$ cat src/rtl/seg_clock_scan.sv
// Time-of-day stopwatch (hh:mm:ss.cc, BCD) with a multiplexed 7-segment scanner.
// Time advances on a 1/100 s tick from a clk prescaler; the scanner free-runs
// and drives one active-low digit select plus registered segment data.
module seg_clock_scan #(
    parameter int unsigned PRESCALE   = 500000,
    parameter int unsigned NUM_DIGITS = 6,
    parameter int unsigned SCAN_DIV   = 1000
) (
    input  logic                  clk,
    input  logic                  nreset,
    input  logic                  run,
    input  logic                  clear,
    input  logic                  load,
    input  logic [31:0]           load_bcd,
    input  logic [NUM_DIGITS-1:0] dp_mask,
    input  logic                  blank_lead,
    output logic [31:0]           time_bcd,
    output logic [63:0]           time_ascii,
    output logic [NUM_DIGITS-1:0] seg_com,
    output logic [7:0]            seg_disp,
    output logic                  load_err,
    output logic                  day_wrap
);

    localparam int unsigned PW = $clog2(PRESCALE);
    localparam int unsigned SW = (SCAN_DIV > 1) ? $clog2(SCAN_DIV) : 1;
    localparam int unsigned IW = (NUM_DIGITS > 1) ? $clog2(NUM_DIGITS) : 1;

    localparam logic [PW-1:0] PRE_MAX  = PW'(PRESCALE - 1);
    localparam logic [SW-1:0] SCAN_MAX = SW'(SCAN_DIV - 1);
    localparam logic [IW-1:0] IDX_MAX  = IW'(NUM_DIGITS - 1);

    // Per-digit maximum, nibble k = digit k (h10 bounded further by the hours pair rule).
    localparam logic [7:0][3:0] DIG_MAX  = {4'd2, 4'd9, 4'd5, 4'd9, 4'd5, 4'd9, 4'd9, 4'd9};
    localparam logic [31:0]     DAY_LAST = 32'h2359_5999;

    logic [7:0][3:0] dig_q;
    logic [7:0][3:0] dig_inc;
    logic [PW-1:0]   pre_q;
    logic            tick;
    logic            load_ok;
    logic            load_err_q;
    logic            day_wrap_q;

    logic [SW-1:0]   scan_q;
    logic [IW-1:0]   idx_q;
    logic [3:0]      cur_nib;
    logic            cur_dp;
    logic            lead_zero;
    logic            blank;
    logic [NUM_DIGITS-1:0] seg_com_d;
    logic [NUM_DIGITS-1:0] seg_com_q;
    logic [7:0]      seg_disp_d;
    logic [7:0]      seg_disp_q;

    function automatic logic [6:0] seg_code(input logic [3:0] d);
        logic [6:0] s;
        case (d)
            4'd0:    s = 7'b1111110;
            4'd1:    s = 7'b0110000;
            4'd2:    s = 7'b1101101;
            4'd3:    s = 7'b1111001;
            4'd4:    s = 7'b0110011;
            4'd5:    s = 7'b1011011;
            4'd6:    s = 7'b1011111;
            4'd7:    s = 7'b1110000;
            4'd8:    s = 7'b1111111;
            4'd9:    s = 7'b1111011;
            default: s = 7'b0000000;
        endcase
        return s;
    endfunction

    assign tick = run && (pre_q == PRE_MAX);

    // Ripple-carry increment of the time digits; hours are treated as one 00..23 pair.
    always_comb begin
        logic carry;
        dig_inc = dig_q;
        carry   = 1'b1;
        for (int k = 0; k < 6; k++) begin
            if (carry) begin
                if (dig_q[k] == DIG_MAX[k]) begin
                    dig_inc[k] = 4'd0;
                end else begin
                    dig_inc[k] = dig_q[k] + 4'd1;
                    carry      = 1'b0;
                end
            end
        end
        if (carry) begin
            if (dig_q[7] == 4'd2 && dig_q[6] == 4'd3) begin
                dig_inc[7] = 4'd0;
                dig_inc[6] = 4'd0;
            end else if (dig_q[6] == 4'd9) begin
                dig_inc[7] = dig_q[7] + 4'd1;
                dig_inc[6] = 4'd0;
            end else begin
                dig_inc[6] = dig_q[6] + 4'd1;
            end
        end
    end

    // A preset is accepted only if every digit is in range and hours <= 23.
    always_comb begin
        load_ok = 1'b1;
        for (int k = 0; k < 8; k++) begin
            if (load_bcd[4*k +: 4] > DIG_MAX[k]) load_ok = 1'b0;
        end
        if (load_bcd[31:28] == 4'd2 && load_bcd[27:24] > 4'd3) load_ok = 1'b0;
    end

    // Time keeping: clear beats load beats tick; losers in the same cycle are dropped.
    always_ff @(posedge clk or negedge nreset) begin
        if (!nreset) begin
            dig_q      <= '0;
            pre_q      <= '0;
            load_err_q <= 1'b0;
            day_wrap_q <= 1'b0;
        end else begin
            load_err_q <= 1'b0;
            day_wrap_q <= 1'b0;
            if (clear) begin
                dig_q <= '0;
                pre_q <= '0;
            end else if (load) begin
                if (load_ok) begin
                    dig_q <= load_bcd;
                    pre_q <= '0;
                end else begin
                    load_err_q <= 1'b1;
                end
            end else if (tick) begin
                pre_q      <= '0;
                dig_q      <= dig_inc;
                day_wrap_q <= (dig_q == DAY_LAST);
            end else if (run) begin
                pre_q <= pre_q + PW'(1);
            end
        end
    end

    // Scan timing free-runs regardless of run/clear/load.
    always_ff @(posedge clk or negedge nreset) begin
        if (!nreset) begin
            scan_q <= '0;
            idx_q  <= '0;
        end else if (scan_q == SCAN_MAX) begin
            scan_q <= '0;
            idx_q  <= (idx_q == IDX_MAX) ? '0 : idx_q + IW'(1);
        end else begin
            scan_q <= scan_q + SW'(1);
        end
    end

    // Select the scanned digit and decide leading-zero blanking for it.
    always_comb begin
        cur_nib   = 4'd0;
        cur_dp    = 1'b0;
        lead_zero = 1'b1;
        seg_com_d = '1;
        for (int k = 0; k < NUM_DIGITS; k++) begin
            if (IW'(k) == idx_q) begin
                cur_nib      = dig_q[k];
                cur_dp       = dp_mask[k];
                seg_com_d[k] = 1'b0;
            end
            if (IW'(k) >= idx_q && dig_q[k] != 4'd0) lead_zero = 1'b0;
        end
        blank      = blank_lead && (idx_q != '0) && lead_zero;
        seg_disp_d = {(blank ? 7'b0000000 : seg_code(cur_nib)), cur_dp};
    end

    // Register the display drive so it changes one cycle after the index.
    always_ff @(posedge clk or negedge nreset) begin
        if (!nreset) begin
            seg_com_q  <= '1;
            seg_disp_q <= '0;
        end else begin
            seg_com_q  <= seg_com_d;
            seg_disp_q <= seg_disp_d;
        end
    end

    // ASCII view of the digit registers, byte k = '0' + digit k.
    always_comb begin
        time_ascii = '0;
        for (int k = 0; k < 8; k++) begin
            time_ascii[8*k +: 8] = {4'h3, dig_q[k]};
        end
    end

    assign time_bcd = dig_q;
    assign seg_com  = seg_com_q;
    assign seg_disp = seg_disp_q;
    assign load_err = load_err_q;
    assign day_wrap = day_wrap_q;

endmodule

$ cat config.mk
export PLATFORM = sky130hd
export DESIGN_NAME = seg_clock_scan
export DESIGN_NICKNAME = d
export VERILOG_FILES = /design/src/rtl/seg_clock_scan.sv
export SDC_FILE = /design/constraint.sdc
export NUM_CORES = 1
export LEC_CHECK = 0
export CAP_MARGIN = 20
export CELL_PAD_IN_SITES_DETAIL_PLACEMENT = 2
export CELL_PAD_IN_SITES_GLOBAL_PLACEMENT = 2
export CORE_UTILIZATION = 25
export DETAILED_ROUTE_END_ITERATION = 8
export PLACE_DENSITY = 0.74
export SYNTH_ARGS = -nofsm -noshare
export SYNTH_HDL_FRONTEND = slang
export SYNTH_SLANG_ARGS = --single-unit
$ cat constraint.sdc
create_clock -name clk -period 2.7 [get_ports clk]
set_input_delay 0.54 -clock clk [delete_from_list [all_inputs] [get_ports clk]]
set_output_delay 0.54 -clock clk [all_outputs]
set_load 0.01 [all_outputs]
==> results <==
-- metal layers --
layer | vias up | wire [um] | share of wire | track usage
met1 | 2800 | 9000 | 0.43 | 0.2301
met3 | 25 | 906 | 0.043 | 0.03182
met5 | - | 0 | 0 | 0
li1 | 2588 | - | - | -
met4 | 0 | 365 | 0.017 | 0.05150
met2 | 134 | 10660 | 0.51 | 0.3323
-- final timing paths --
kind	from	to	slack, ns	depth (start not counted)
max	load_bcd[13]	time_ascii[1]$_DFFE_PN0P_	0.11	8
min reg2reg	scan_q[0]$_DFF_PN0_	scan_q[0]$_DFF_PN0_	0.48	1
min in group clk	scan_q[0]$_DFF_PN0_	scan_q[0]$_DFF_PN0_	0.48	1
max reg2reg	pre_q[10]$_DFFE_PN0P_	pre_q[2]$_DFFE_PN0P_	0.12	5
max in group asynchronous	nreset	seg_com[4]$_DFF_PN1_	1.93	2
min	nreset	scan_q[4]$_DFF_PN0_	0.11	1
-- state kept, by name, indices dropped and copies added (netlist names) --
register	count
time_ascii	32
pre_q	19
scan_q	10
seg_disp	8
seg_com	6
idx_q	3
day_wrap	1
load_err	1
-- placed cells by master (no fill, tap or decap), types with 11 or more instances in the layout --
master	count
nand4_1	12
nor2b_1	12
inv_1	20
clkdlybuf4s50_1	118
conb_1	32
and3_1	11
o31ai_1	14
a31oi_1	13
a21oi_1	33
dfrtp_1	73
o21ai_0	48
nand3_1	28
nor2_1	52
ha_1	14
buf_4	93
nand2_1	49
nor3_1	16
-- cell usage after synthesis (5+ instances only) --
library cell | count | share of area
o21ai_0 | 54 | 0.049
nand4_1 | 12 | 0.014
nand2_1 | 49 | 0.033
nor4_1 | 8 | 0.0091
o211ai_1 | 6 | 0.0082
a31oi_1 | 13 | 0.015
nor3_1 | 16 | 0.015
nand3_1 | 28 | 0.025
nand3b_1 | 6 | 0.0082
and3b_1 | 5 | 0.0079
dfrtp_1 | 74 | 0.34
a311oi_1 | 5 | 0.0079
a32oi_1 | 5 | 0.0079
mux2_2 | 5 | 0.010
a21oi_1 | 33 | 0.030
clkbuf_1 | 22 | 0.015
and3_1 | 11 | 0.012
dfstp_2 | 6 | 0.029
ha_1 | 14 | 0.032
o31ai_1 | 15 | 0.020
nand2b_1 | 10 | 0.011
xnor2_1 | 10 | 0.016
nor2b_1 | 12 | 0.014
xor2_1 | 10 | 0.016
nor2_1 | 55 | 0.037
o21a_1 | 5 | 0.0068
buf_4 | 64 | 0.087
inv_1 | 21 | 0.014
-- where the power goes --
group | internal [mW] | switching, mW | total (mW)
registers | 1.27 | 0.0611 | 1.33
logic | 0.484 | 0.490 | 0.975
clock network | 0.817 | 0.520 | 1.34
-- cells by family after synthesis --
logic type	synth area share
simple gates	0.2314
compound gates	0.1992
buf+inv	0.1233
flops	0.3639
xor+xnor	0.03172
fa+ha+maj	0.03172
mux	0.01745
other cells	0.001360
-- worst reg2reg max path, cell delays in order, from the launching register on --
cell and delay, ns:
dfrtp_1 0.38, or4b_1 0.55, or4_1 0.53, o21a_2 0.35, o21ai_1 0.42, o21ai_0 0.20
-- timing repair --
item | in CTS | in global routing
buffers inserted | 0 | 1
hold endpoints to repair | 0 | 0
endpoints found under the setup margin | 8 | 28
resized for setup | 2 | 26
hold buffers | 0 | 0
cloned | 0 | 2
pin swaps | 0 | 4
-- through the flow --
| stage | cell area (sq um) | util |
|---|---|---|
| floorplan | 5634 | - |
| global placement | 7318 | 0.3364 |
| detailed placement | 7318 | 0.3364 |
| CTS | 7644 | 0.3513 |
| global route | 7735 | 0.3555 |
| finish | 7735 | 0.3555 |
-- final cells by class --
class,instances,area (sq um),share of cell area
Inverter,22,82.58,0.01068
Clock buffer,14,284.0,0.03672
Multi-Input combinational cell,490,3007,0.3887
Sequential cell,80,2011,0.2599
Timing Repair Buffer,218,1966,0.2541
Clock inverter,2,35.03,0.004529
Tap cell,280,350.3,0.04529
==> flow_summary.json <==
{
  "leakagePower_nw": 3.283,
  "min-delay-path-class": "in2async",
  "fmax_ghz": 0.3864,
  "yosysSeqAreaShare": 0.3639,
  "tns_ns": 0,
  "drive_gt1_frac": 0.1707,
  "crit_path_max_incr_delay_ns": 0.51,
  "max_cap_violations": 0,
  "drt-initial-drc-count": 195,
  "fin_nets": 879,
  "clockBufferDepth": 2,
  "start_kind": "input port",
  "skew_ns": 0.005285,
  "grt_overflow": 0,
  "antenna_left": 0,
  "firstDrtPassIters": 4,
  "report.final.slew_viol_count": 0,
  "worst_slack_ns": 0.1118,
  "drt_wl_total_um": 20930,
  "die_x_um": 150.6,
  "cp_slowest_cell": "clkdlybuf4s50_1",
  "max_slew_margin": 0.5539,
  "cp.arrival_ns": 2.86,
  "numCtsBuffers": 9,
  "syn_area_sq_um": 5522,
  "avgRoutedWirePerCell_um": 18.92,
  "fp.dieH_um": 150.6,
  "dp.cells": 1087,
  "setup.worst_path.end_class": "register",
  "gr-usage-all-layers": 0.1867,
  "fillCellCount": 2486,
  "fin_crit_sh": 0.9586,
  "ys.flop_type": "dfrtp_1",
  "drc": 0,
  "path_max_fanout": 5,
  "synth_cell_types": 65,
  "cts_root_buf": "clkbuf_16",
  "htree_num_levels": 3,
  "place_ws_ns": -0.4029,
  "fin_crit_ns": 2.588,
  "path_buf_inv": 2,
  "max-vdd-ir-drop_mv": 0.2909,
  "initial_core_util": 0.2538,
  "clk_latency_ns": 0.35,
  "path_cells": "clkdlybuf4s50_1 > a22oi_2 > nand4_1 > o41ai_4 > buf_4 > nor2_2 > or4_1 > o21ai_0",
  "syn_to_final_growth_pct": 40.09,
  "first_global_vias": 5803,
  "setup_violations": 0,
  "vias": 5547,
  "core_area_sq_um": 21760,
  "rows": 54,
  "place_congestion": 0.8442,
  "port_buffers": 123,
  "fin_cells": 1106,
  "clk_pin_slew_ns": 0.06,
  "holdWs_ns": 0.1146,
  "synthArstFlopShare": 1.000,
  "dp_hpwl_um": 15620,
  "path_class": "in2reg",
  "tightest_slew_ns": 0.6646,
  "totalPowerFinal_mw": 3.642,
  "via_per_inst": 5.015,
  "yosysWarnings": 0,
  "cts.sinks": 80,
  "synth_edf_count": 0,
  "crit_family": "simple AND/OR/NAND/NOR gates",
  "die-area_sq_um": 22680,
  "cp.required_ns": 2.97,
  "grt_max_degree": 54,
  "p_per_area_nw_per_um2": 470.9,
  "ios": 156,
  "grt_pass1_wl_um": 32470,
  "netlist_instances": 654,
  "outcome": "completed",
  "hold_violations": 0,
  "antenna_found_initial": 0,
  "avgSynthCellArea_sq_um": 8.443,
  "antennaDiodeCount": 0,
  "rsz0062_at_grt": "false",
  "synth_seq_cells": 80,
  "cts_tree": "done"
}
No activity file was read; power rests on OpenSTA's default activity.
